File: src/rtl/stopwatch_pkg.sv
`default_nettype none
// ============================================================================
// Module      : stopwatch_pkg
// Description : Shared definitions for the M:SS.t stopwatch controller.
//               Holds the controller state encoding, the per-digit moduli,
//               the saturation value 9:59.9 and small digit helpers.
// Ports       : none (package)
// Revision    : 1.0 - initial release
// ============================================================================
package stopwatch_pkg;

    typedef enum logic [2:0] {
        IDLE  = 3'd0,
        RUN   = 3'd1,
        PAUSE = 3'd2,
        LAP   = 3'd3,
        OVF   = 3'd4
    } sw_state_t;

    localparam int NUM_DIGITS   = 4;
    localparam int MOD_TENTHS   = 10;  // d0
    localparam int MOD_SEC_ONES = 10;  // d1
    localparam int MOD_SEC_TENS = 6;   // d2
    localparam int MOD_MINUTES  = 10;  // d3

    // Packed as {d3, d2, d1, d0}, one BCD nibble per digit: 9:59.9
    localparam logic [15:0] MAX_VAL = 16'h9599;

    function automatic int digit_mod(input int idx);
        case (idx)
            0:       return MOD_TENTHS;
            1:       return MOD_SEC_ONES;
            2:       return MOD_SEC_TENS;
            default: return MOD_MINUTES;
        endcase
    endfunction

    function automatic logic [3:0] digit_sel(input logic [15:0] v, input logic [1:0] idx);
        return v[{idx, 2'b00} +: 4];
    endfunction

    function automatic logic is_max(input logic [15:0] v);
        return v == MAX_VAL;
    endfunction

endpackage
`default_nettype wire

File: src/rtl/bcd_digit_cnt.sv
`default_nettype none
// ============================================================================
// Module      : bcd_digit_cnt
// Description : One BCD digit of the stopwatch counter, counting 0..MOD-1.
// Ports       : clk   - system clock
//               rst_n - asynchronous active-low reset (digit -> 0)
//               inc   - advance by one this edge, wrapping MOD-1 -> 0
//               clr   - synchronous clear to 0 (wins over inc)
//               val   - current digit value
//               carry - terminal count: digit currently holds MOD-1, so an
//                       inc on this edge rolls over into the next digit
// Revision    : 1.0 - initial release
// ============================================================================
module bcd_digit_cnt #(
    parameter int MOD = 10
) (
    input  logic       clk,
    input  logic       rst_n,
    input  logic       inc,
    input  logic       clr,
    output logic [3:0] val,
    output logic       carry
);

    localparam logic [3:0] LAST = 4'(MOD - 1);

    logic [3:0] val_q;

    always_ff @(posedge clk or negedge rst_n) begin
        if (!rst_n) begin
            val_q <= 4'd0;
        end else if (clr) begin
            val_q <= 4'd0;
        end else if (inc) begin
            val_q <= (val_q == LAST) ? 4'd0 : val_q + 4'd1;
        end
    end

    assign val   = val_q;
    assign carry = (val_q == LAST);

endmodule
`default_nettype wire

File: src/rtl/stopwatch_ctrl.sv
`default_nettype none
// ============================================================================
// Module      : stopwatch_ctrl
// Description : M:SS.t stopwatch. Four chained BCD digits count 0.1 s ticks
//               while running, a lap register freezes the display in LAP,
//               and a 4-digit multiplexed display scan drives an_n/bcd/dp_n.
// Ports       : clk, rst_n       - clock, asynchronous active-low reset
//               tick             - 0.1 s count-enable pulse
//               refresh_tick     - display scan advance pulse
//               btn_ss/clr/lap   - one-cycle start-stop / clear / lap pulses
//               an_n             - active-low one-hot anode select
//               bcd              - BCD value of the selected digit
//               dp_n             - active-low decimal point
//               state            - controller state encoding
//               ovf              - high while saturated at 9:59.9
// Revision    : 1.0 - initial release
// ============================================================================
module stopwatch_ctrl
    import stopwatch_pkg::*;
(
    input  logic       clk,
    input  logic       rst_n,
    input  logic       tick,
    input  logic       refresh_tick,
    input  logic       btn_ss,
    input  logic       btn_clr,
    input  logic       btn_lap,
    output logic [3:0] an_n,
    output logic [3:0] bcd,
    output logic       dp_n,
    output logic [2:0] state,
    output logic       ovf
);

    sw_state_t   state_q, state_d;
    logic [15:0] lap_q;
    logic [1:0]  idx_q, idx_d;
    logic [3:0]  an_n_q, bcd_q;
    logic        dp_n_q, ovf_q;

    logic        w_clr, w_ss, w_lap;
    logic        w_counting, w_cnt_en, w_at_max, w_wrap, w_clr_cnt;
    logic [3:0]  w_inc, w_tc;
    logic [3:0]  w_val [NUM_DIGITS];
    logic [15:0] w_live, w_disp;

    // Fixed priority clr > ss > lap: the winner is chosen before the state
    // decides whether it means anything, so a losing pulse is always lost.
    assign w_clr = btn_clr;
    assign w_ss  = btn_ss & ~btn_clr;
    assign w_lap = btn_lap & ~btn_ss & ~btn_clr;

    assign w_counting = (state_q == RUN) || (state_q == LAP);
    assign w_cnt_en   = tick & w_counting;
    assign w_live     = {w_val[3], w_val[2], w_val[1], w_val[0]};
    assign w_at_max   = is_max(w_live);

    // Ripple the tick through the terminal-count flags. The digits are
    // frozen at 9:59.9; the fully propagated carry marks the tick that
    // would have rolled the display over, which is what sends us to OVF.
    always_comb begin
        logic v_chain;
        v_chain = w_cnt_en;
        w_inc   = '0;
        for (int i = 0; i < NUM_DIGITS; i++) begin
            w_inc[i] = v_chain & ~w_at_max;
            v_chain  = v_chain & w_tc[i];
        end
        w_wrap = v_chain;
    end

    for (genvar g = 0; g < NUM_DIGITS; g++) begin : g_digit
        bcd_digit_cnt #(
            .MOD(digit_mod(g))
        ) u_digit (
            .clk  (clk),
            .rst_n(rst_n),
            .inc  (w_inc[g]),
            .clr  (w_clr_cnt),
            .val  (w_val[g]),
            .carry(w_tc[g])
        );
    end

    always_comb begin
        state_d = state_q;
        case (state_q)
            IDLE:    if (w_ss) state_d = RUN;
            RUN:     if (w_ss) state_d = PAUSE; else if (w_lap) state_d = LAP;
            PAUSE:   if (w_clr) state_d = IDLE; else if (w_ss) state_d = RUN;
            LAP:     if (w_ss) state_d = PAUSE; else if (w_lap) state_d = RUN;
            OVF:     if (w_clr) state_d = IDLE;
            default: state_d = IDLE;
        endcase
        // A rollover tick overrides any button in the same cycle.
        if (w_wrap) state_d = OVF;
    end

    // Digits are zeroed on the edge that lands in IDLE and held there.
    assign w_clr_cnt = (state_d == IDLE);

    assign w_disp = (state_q == LAP) ? lap_q : w_live;
    assign idx_d  = idx_q + {1'b0, refresh_tick};

    always_ff @(posedge clk or negedge rst_n) begin
        if (!rst_n) begin
            state_q <= IDLE;
            lap_q   <= 16'd0;
            idx_q   <= 2'd0;
            an_n_q  <= 4'b1110;
            bcd_q   <= 4'd0;
            dp_n_q  <= 1'b1;
            ovf_q   <= 1'b0;
        end else begin
            state_q <= state_d;
            ovf_q   <= (state_d == OVF);
            // Capture the value on screen at the moment LAP is entered.
            if ((state_d == LAP) && (state_q != LAP)) begin
                lap_q <= w_live;
            end
            idx_q  <= idx_d;
            an_n_q <= ~(4'b0001 << idx_d);
            bcd_q  <= digit_sel(w_disp, idx_d);
            // Points after seconds-units (SS.t) and after minutes (M:SS).
            dp_n_q <= ~idx_d[0];
        end
    end

    assign an_n  = an_n_q;
    assign bcd   = bcd_q;
    assign dp_n  = dp_n_q;
    assign state = state_q;
    assign ovf   = ovf_q;

endmodule
`default_nettype wire

File: config.mk
export PLATFORM = sky130hd
export DESIGN_NAME = stopwatch_ctrl
export DESIGN_NICKNAME = d
export VERILOG_FILES = /design/src/rtl/stopwatch_pkg.sv /design/src/rtl/bcd_digit_cnt.sv /design/src/rtl/stopwatch_ctrl.sv
export SDC_FILE = /design/constraint.sdc
export NUM_CORES = 1
export LEC_CHECK = 0
export ABC_CLOCK_PERIOD_IN_PS = 6160
export BUFFER_PORTS_ARGS = -buffer_cell sky130_fd_sc_hd__buf_2
export CELL_PAD_IN_SITES_DETAIL_PLACEMENT = 1
export CELL_PAD_IN_SITES_GLOBAL_PLACEMENT = 2
export CORE_UTILIZATION = 40
export CTS_BUF_LIST = sky130_fd_sc_hd__clkbuf_16
export DETAILED_ROUTE_END_ITERATION = 6
export PLACE_DENSITY = 0.89
export SLEW_MARGIN = 20
export SYNTH_ARGS = -nofsm -noshare
export SYNTH_HDL_FRONTEND = slang
export SYNTH_SLANG_ARGS = --single-unit
File: constraint.sdc
create_clock -name clk -period 6.16 [get_ports clk]
set_input_delay 0.308 -clock clk [delete_from_list [all_inputs] [get_ports clk]]
set_output_delay 0.308 -clock clk [all_outputs]
set_load 0.05 [all_outputs]
Yosys cells after proc, flatten, opt, wreduce, memory -nomap -nowiden

Index checks and enable logic that the tools add are counted.

Bitwise gates (word level): 17
Eq/ne operators: 12
Muxes and demuxes: 22
Shift-type cells: 2
Add/sub/neg operators: 5
Reduce and logical (&&, ||, !) cells: 8

Operators by type and width:

| cell                                                | count |
|---|---|
| two-way mux 4 bit                                   | 12 |
| two-way mux 3 bit                                   | 8 |
| adder 4 x 1 -> 4 bit, second input constant         | 4 |
| equality test 16 bit, second input constant         | 1 |
| two-way mux 16 bit                                  | 1 |
| variable part select 16 x 5 -> 4 bit                | 1 |
| case mux 3 bit (5 select lines)                     | 1 |
| bitwise AND 1 bit                                   | 12 |
| equality test 4 bit, second input constant          | 3 |
| equality test 3 x 2 -> 1 bit, second input constant | 3 |
| nonzero test 2 bit                                  | 4 |
| equality test 3 bit, second input constant          | 2 |
| logical NOT 3 bit                                   | 2 |
| equality test 4 x 3 -> 1 bit, second input constant | 1 |
| inverter 1 bit                                      | 4 |
| inverter 4 bit                                      | 1 |
| << shifter 1 x 2 -> 4 bit, first input constant     | 1 |
| equality test 3 x 1 -> 1 bit, second input constant | 1 |
| != test 3 x 2 -> 1 bit, second input constant       | 1 |
| adder 2 x 1 -> 2 bit                                | 1 |
| logical AND 1 bit                                   | 1 |
| logical OR 1 bit                                    | 1 |

Output and inout bits: 13
Register bits after elaboration: 47
Input port bits: 7
Word-level logic and storage cells: 77

Longest topological paths before layout

Depth after elaboration: 10
Gate-level depth with buffers: 9
Mapped depth without buffers: 7

Modules after synthesis

From an unflattened synthesis, not the netlist that was laid out.

Cell total of the unflattened synthesis: 207
Area, all modules: 2444.8 µm²

By module, submodules not included:

| module                                 | area each (µm²) | cells an instance | seq. area each (µm²) | instances |
|---|---|---|---|---|
| stopwatch_ctrl                         | 1531.5          | 112               | 780.7                | 1 |
| bcd_digit_cnt (g_digit[0].u_digit ...) | 231.5           | 24                | 100.1                | 3 |
| bcd_digit_cnt (g_digit[2].u_digit)     | 219.0           | 23                | 100.1                | 1 |

Worst setup path before layout

OpenSTA, ideal clock, no wires.

Kind: register to register
From: reg state_q[0], in the netlist state[0]
To: reg lap_q[15]
Stages on the path, launching flop included: 9
Data required time: 6.035 ns
Arrival: 2.138 ns
Path slack: 3.897 ns
Clock period less this slack: 2.263 ns
Path buffers: 3
Setup time: 0.125 ns
Cells stage by stage: dfrtp_1 -> buf_2 -> and3b_1 -> buf_6 -> nand3_4 -> nor2_4 -> nor4_4 -> buf_6 -> mux2_4

Cells in the longest elaborated chain, start to end: 10
Elaborated cells between the ends (all ways): 23
Those cells by class: eq/ne: 6; mux: 9; bitwise: 5; reduce/logical: 3

Ends and longest elaborated chain:

| element                                                                             | RTL line                                   | RTL |
|---|---|---|
| start, declared                                                                     | stopwatch_ctrl.sv:35                       | `sw_state_t state_q, state_d;` |
| start signal, assigned                                                              | stopwatch_ctrl.sv:115                      | `state_q <= state_d;` |
| equality test 3 x 1 -> 1 bit / equality test 3 x 2 -> 1 bit (equally long branches) | stopwatch_ctrl.sv:53, stopwatch_ctrl.sv:87 |  |
| logical OR 1 bit                                                                    | stopwatch_ctrl.sv:53                       | `assign w_counting = (state_q == RUN) \|\| (state_q == LAP);` |
| bitwise AND 1 bit                                                                   | stopwatch_ctrl.sv:54                       | `assign w_cnt_en = tick & w_counting;` |
| bitwise AND 1 bit (4 in series)                                                     | stopwatch_ctrl.sv:67                       | `v_chain = v_chain & w_tc[i];` |
| two-way mux 3 bit                                                                   | stopwatch_ctrl.sv:96                       | `if (w_wrap) state_d = OVF;` |
| equality test 3 x 2 -> 1 bit                                                        | stopwatch_ctrl.sv:118                      | `if ((state_d == LAP) && (state_q != LAP)) begin` |
| logical AND 1 bit (*)                                                               | stopwatch_ctrl.sv:118                      |  |
| end signal, assigned                                                                | stopwatch_ctrl.sv:119                      | `lap_q <= w_live;` |
| end, declared                                                                       | stopwatch_ctrl.sv:36                       | `logic [15:0] lap_q;` |

Every way passes the cells marked *; elsewhere a longest branch is shown, timed or not.
A chain may end at the register's enable or synchronous reset.

Worst setup path after layout

From: reg g_digit[1].u_digit.val_q[0]
To: reg lap_q[10]

Cells in the longest elaborated chain, start to end: 7

Ends and longest elaborated chain:

| element                         | RTL line              | RTL |
|---|---|---|
| start, declared                 | bcd_digit_cnt.sv:27   | `logic [3:0] val_q;` |
| start signal, assigned          | bcd_digit_cnt.sv:35   | `val_q <= (val_q == LAST) ? 4'd0 : val_q + 4'd1;` |
| equality test 4 bit             | bcd_digit_cnt.sv:40   | `assign carry = (val_q == LAST);` |
| bitwise AND 1 bit (3 in series) | stopwatch_ctrl.sv:67  |  |
| two-way mux 3 bit               | stopwatch_ctrl.sv:96  |  |
| equality test 3 x 2 -> 1 bit    | stopwatch_ctrl.sv:118 |  |
| logical AND 1 bit               | stopwatch_ctrl.sv:118 |  |

Every way passes these cells.

==> impl_metrics.toml <==
[status]
status = "finished, final reports clean"

[synth]
syn_avg_cell_area_um2 = 11.6
synth_area_um2 = 2400
synthCells = 206
syn_nets = 222
synth_ff_type = "dfrtp_1"
synth_cell_types = 38
yosys_warnings = 0
ys_ff_latch = 47
ys_seq_area_frac = 0.492
synth_edf_count = 0
synthArstFlopShare = 1.00

[grt]
grt_pass1_vias = 1710
grt_max_degree = 48
grt_pass1_wl_mm = 8.86
grt_overflow = 0
antenna_found_initial = 0
grt_util_all_layers = 0.189

[worst_setup_path]
critPathArrivalTime_ps = 2430
reg2reg_depth = 7
regToRegSetupSlack_ps = 3900
reg2reg_to = "lap_q[10]$_DFFE_PN0P_"
start_kind = "register"
crit_fanout = 16
critPathLaunch = "g_digit[1].u_digit.val[0]$_DFFE_PN0P_"
end_kind = "register"
r2r-start = "g_digit[1].u_digit.val[0]$_DFFE_PN0P_"
required_ps = 6330
path_class = "register to register"

[timing]
grt_setup_unrepaired = "no"
fin_crit_sh = 0.366
final_hold_viol_count = 0
min_period_ps = 2260
fin_setup_tns_ps = 0
worst_slew_pin_slew_ps = 690
final_max_slew_viol_count = 0
setup_viol_count_final = 0
fmax_mhz = 443
skew_ps = 3.79
maxSlewHeadroom = 0.539

[cts]
hold_buffers = 0
postCtsSetupBuffers = 0
insertion_delay_ps = 290
htreeDepth = 2
cts_resized = 0
clock_sinks = 47
clockBufferDepth = 2
cts_tree = "done"
clkTransAtPathRegs_ps = 70
numCtsBuffers = 5
cts_root_buf = "clkbuf_16"

[detailed_routing]
ant_nets = 0
via_per_inst = 5.36
first_pass_iters = 4
drt_wl_total_mm = 5.20
routedWlPerCell_um = 17.3
vias = 1607
drt-initial-drc-count = 85
drc_errors = 0

[finish]
diodes = 0
final_common_cell = "dfrtp_1"
final_cell_mix = "dfrtp_1, nand2_1, buf_2"
area_delta_synth_final_pct = 12.7
final.fill_count = 614
fin_util = 0.479
fin_nets = 243
drive_gt1_frac = 0.276

[floorplan]
die_w_um = 79.5
io_pins = 20
core_um2 = 5640
initial_core_util = 0.425
dieArea_um2 = 6310
fp.dieH_um = 79.5
rows = 27

[place]
port_buffers = 19
dpl.hpwl_mm = 3.66
gp_congestion = 0.783

[pwr]
leakagePower_nw = 1.25
finalPower_w = 0.00101
p_per_area_nw_per_um2 = 375
vdd_drop_max_mv = 0.242

[flow_run]
maxCapViolations = 0

[hold_path]
hold_path.class = "primary input to asynchronous set/reset pin"
[cells in the mapped netlist, drive strengths merged (2+ instances only)]
cell | count | area, um^2
xnor2 | 2 | 17.5
nor2b | 3 | 18.8
mux4 | 8 | 180
nor2 | 17 | 71.3
a21oi | 12 | 60.1
nand4 | 4 | 25.0
a31oi | 2 | 12.5
o21ai | 5 | 25.0
nand2 | 29 | 111
ha | 9 | 113
and3b | 5 | 43.8
nand3 | 5 | 37.5
mux2 | 16 | 218
buf | 6 | 42.5
nor3 | 7 | 35.0
dfstp | 4 | 105
xor2 | 4 | 35.0
or4 | 2 | 15.0
inv | 9 | 33.8
dfrtp | 43 | 1080
a211o | 2 | 17.5
nand3b | 2 | 15.0
[cell families after synthesis]
| kind of cell | Yosys count | synth area share |
|---|---|---|
| xor gates and xnor gates | 6 | 0.0219 |
| muxes | 25 | 0.170 |
| and+or+nand+nor | 80 | 0.180 |
| adders and majority gates | 9 | 0.0469 |
| AOI/OAI and AO/OA | 23 | 0.0553 |
| DFF | 47 | 0.492 |
| buffers and inverters | 16 | 0.0334 |
[worst max-delay path, stage by stage (launching register included)]
cell     delay, ps
dfrtp_1        460
ha_1           250
and3b_1        280
nand3_4        160
nor2_4          60
nor4_4         190
buf_4          340
mux2_2         380
[sequential cells by signal, indices dropped and copies added (netlist names)]
signal	flops
dp_n	1
bcd	4
ovf	1
g_digit.u_digit.val	16
an_n	4
idx_q	2
state	3
lap_q	16
[worst max-delay path by stage]
stage	slack, ps	to
2_1_floorplan	3900	lap_q[15]$_DFFE_PN0P_
3_3_place_gp	3830	g_digit[1].u_digit.val[3]$_DFFE_PN0P_
3_5_place_dp	3680	g_digit[2].u_digit.val[1]$_DFFE_PN0P_
4_1_cts	3680	g_digit[2].u_digit.val[1]$_DFFE_PN0P_
5_1_grt	3800	lap_q[10]$_DFFE_PN0P_
6_report	3900	lap_q[10]$_DFFE_PN0P_
[layer usage]
metal / part of all wire / track usage
met3: 0.023 / 0.0263
met1: 0.46 / 0.246
met4: 0.021 / 0.0818
met2: 0.49 / 0.313
met5: 0 / 0
[layout make-up]
cell class,instances,area [um^2],area share
Clock buffer,5,125,0.0463
Clock inverter,3,20.0,0.00740
Inverter,9,33.8,0.0125
Multi-Input combinational cell,143,1140,0.422
Sequential cell,47,1180,0.437
Tap cell,72,90.1,0.0333
Timing Repair Buffer,21,113,0.0416
[per-stage QoR]
stage,cells,hold slack [ps],area [um^2],setup slack (ps)
global placement,292,488,2550,3830
floorplan,206,12.4,2400,3900
finish,300,19.9,2700,3900
global route,300,74.7,2700,3800
CTS,300,251,2700,3680
detailed placement,292,495,2550,3680
[power breakdown]
group,switching (W),internal (W)
Clock,0.000118,0.000150
Combinational,0.000238,0.000114
Sequential,0.0000347,0.000360
Note: power is estimated with default switching activity, not from simulation.
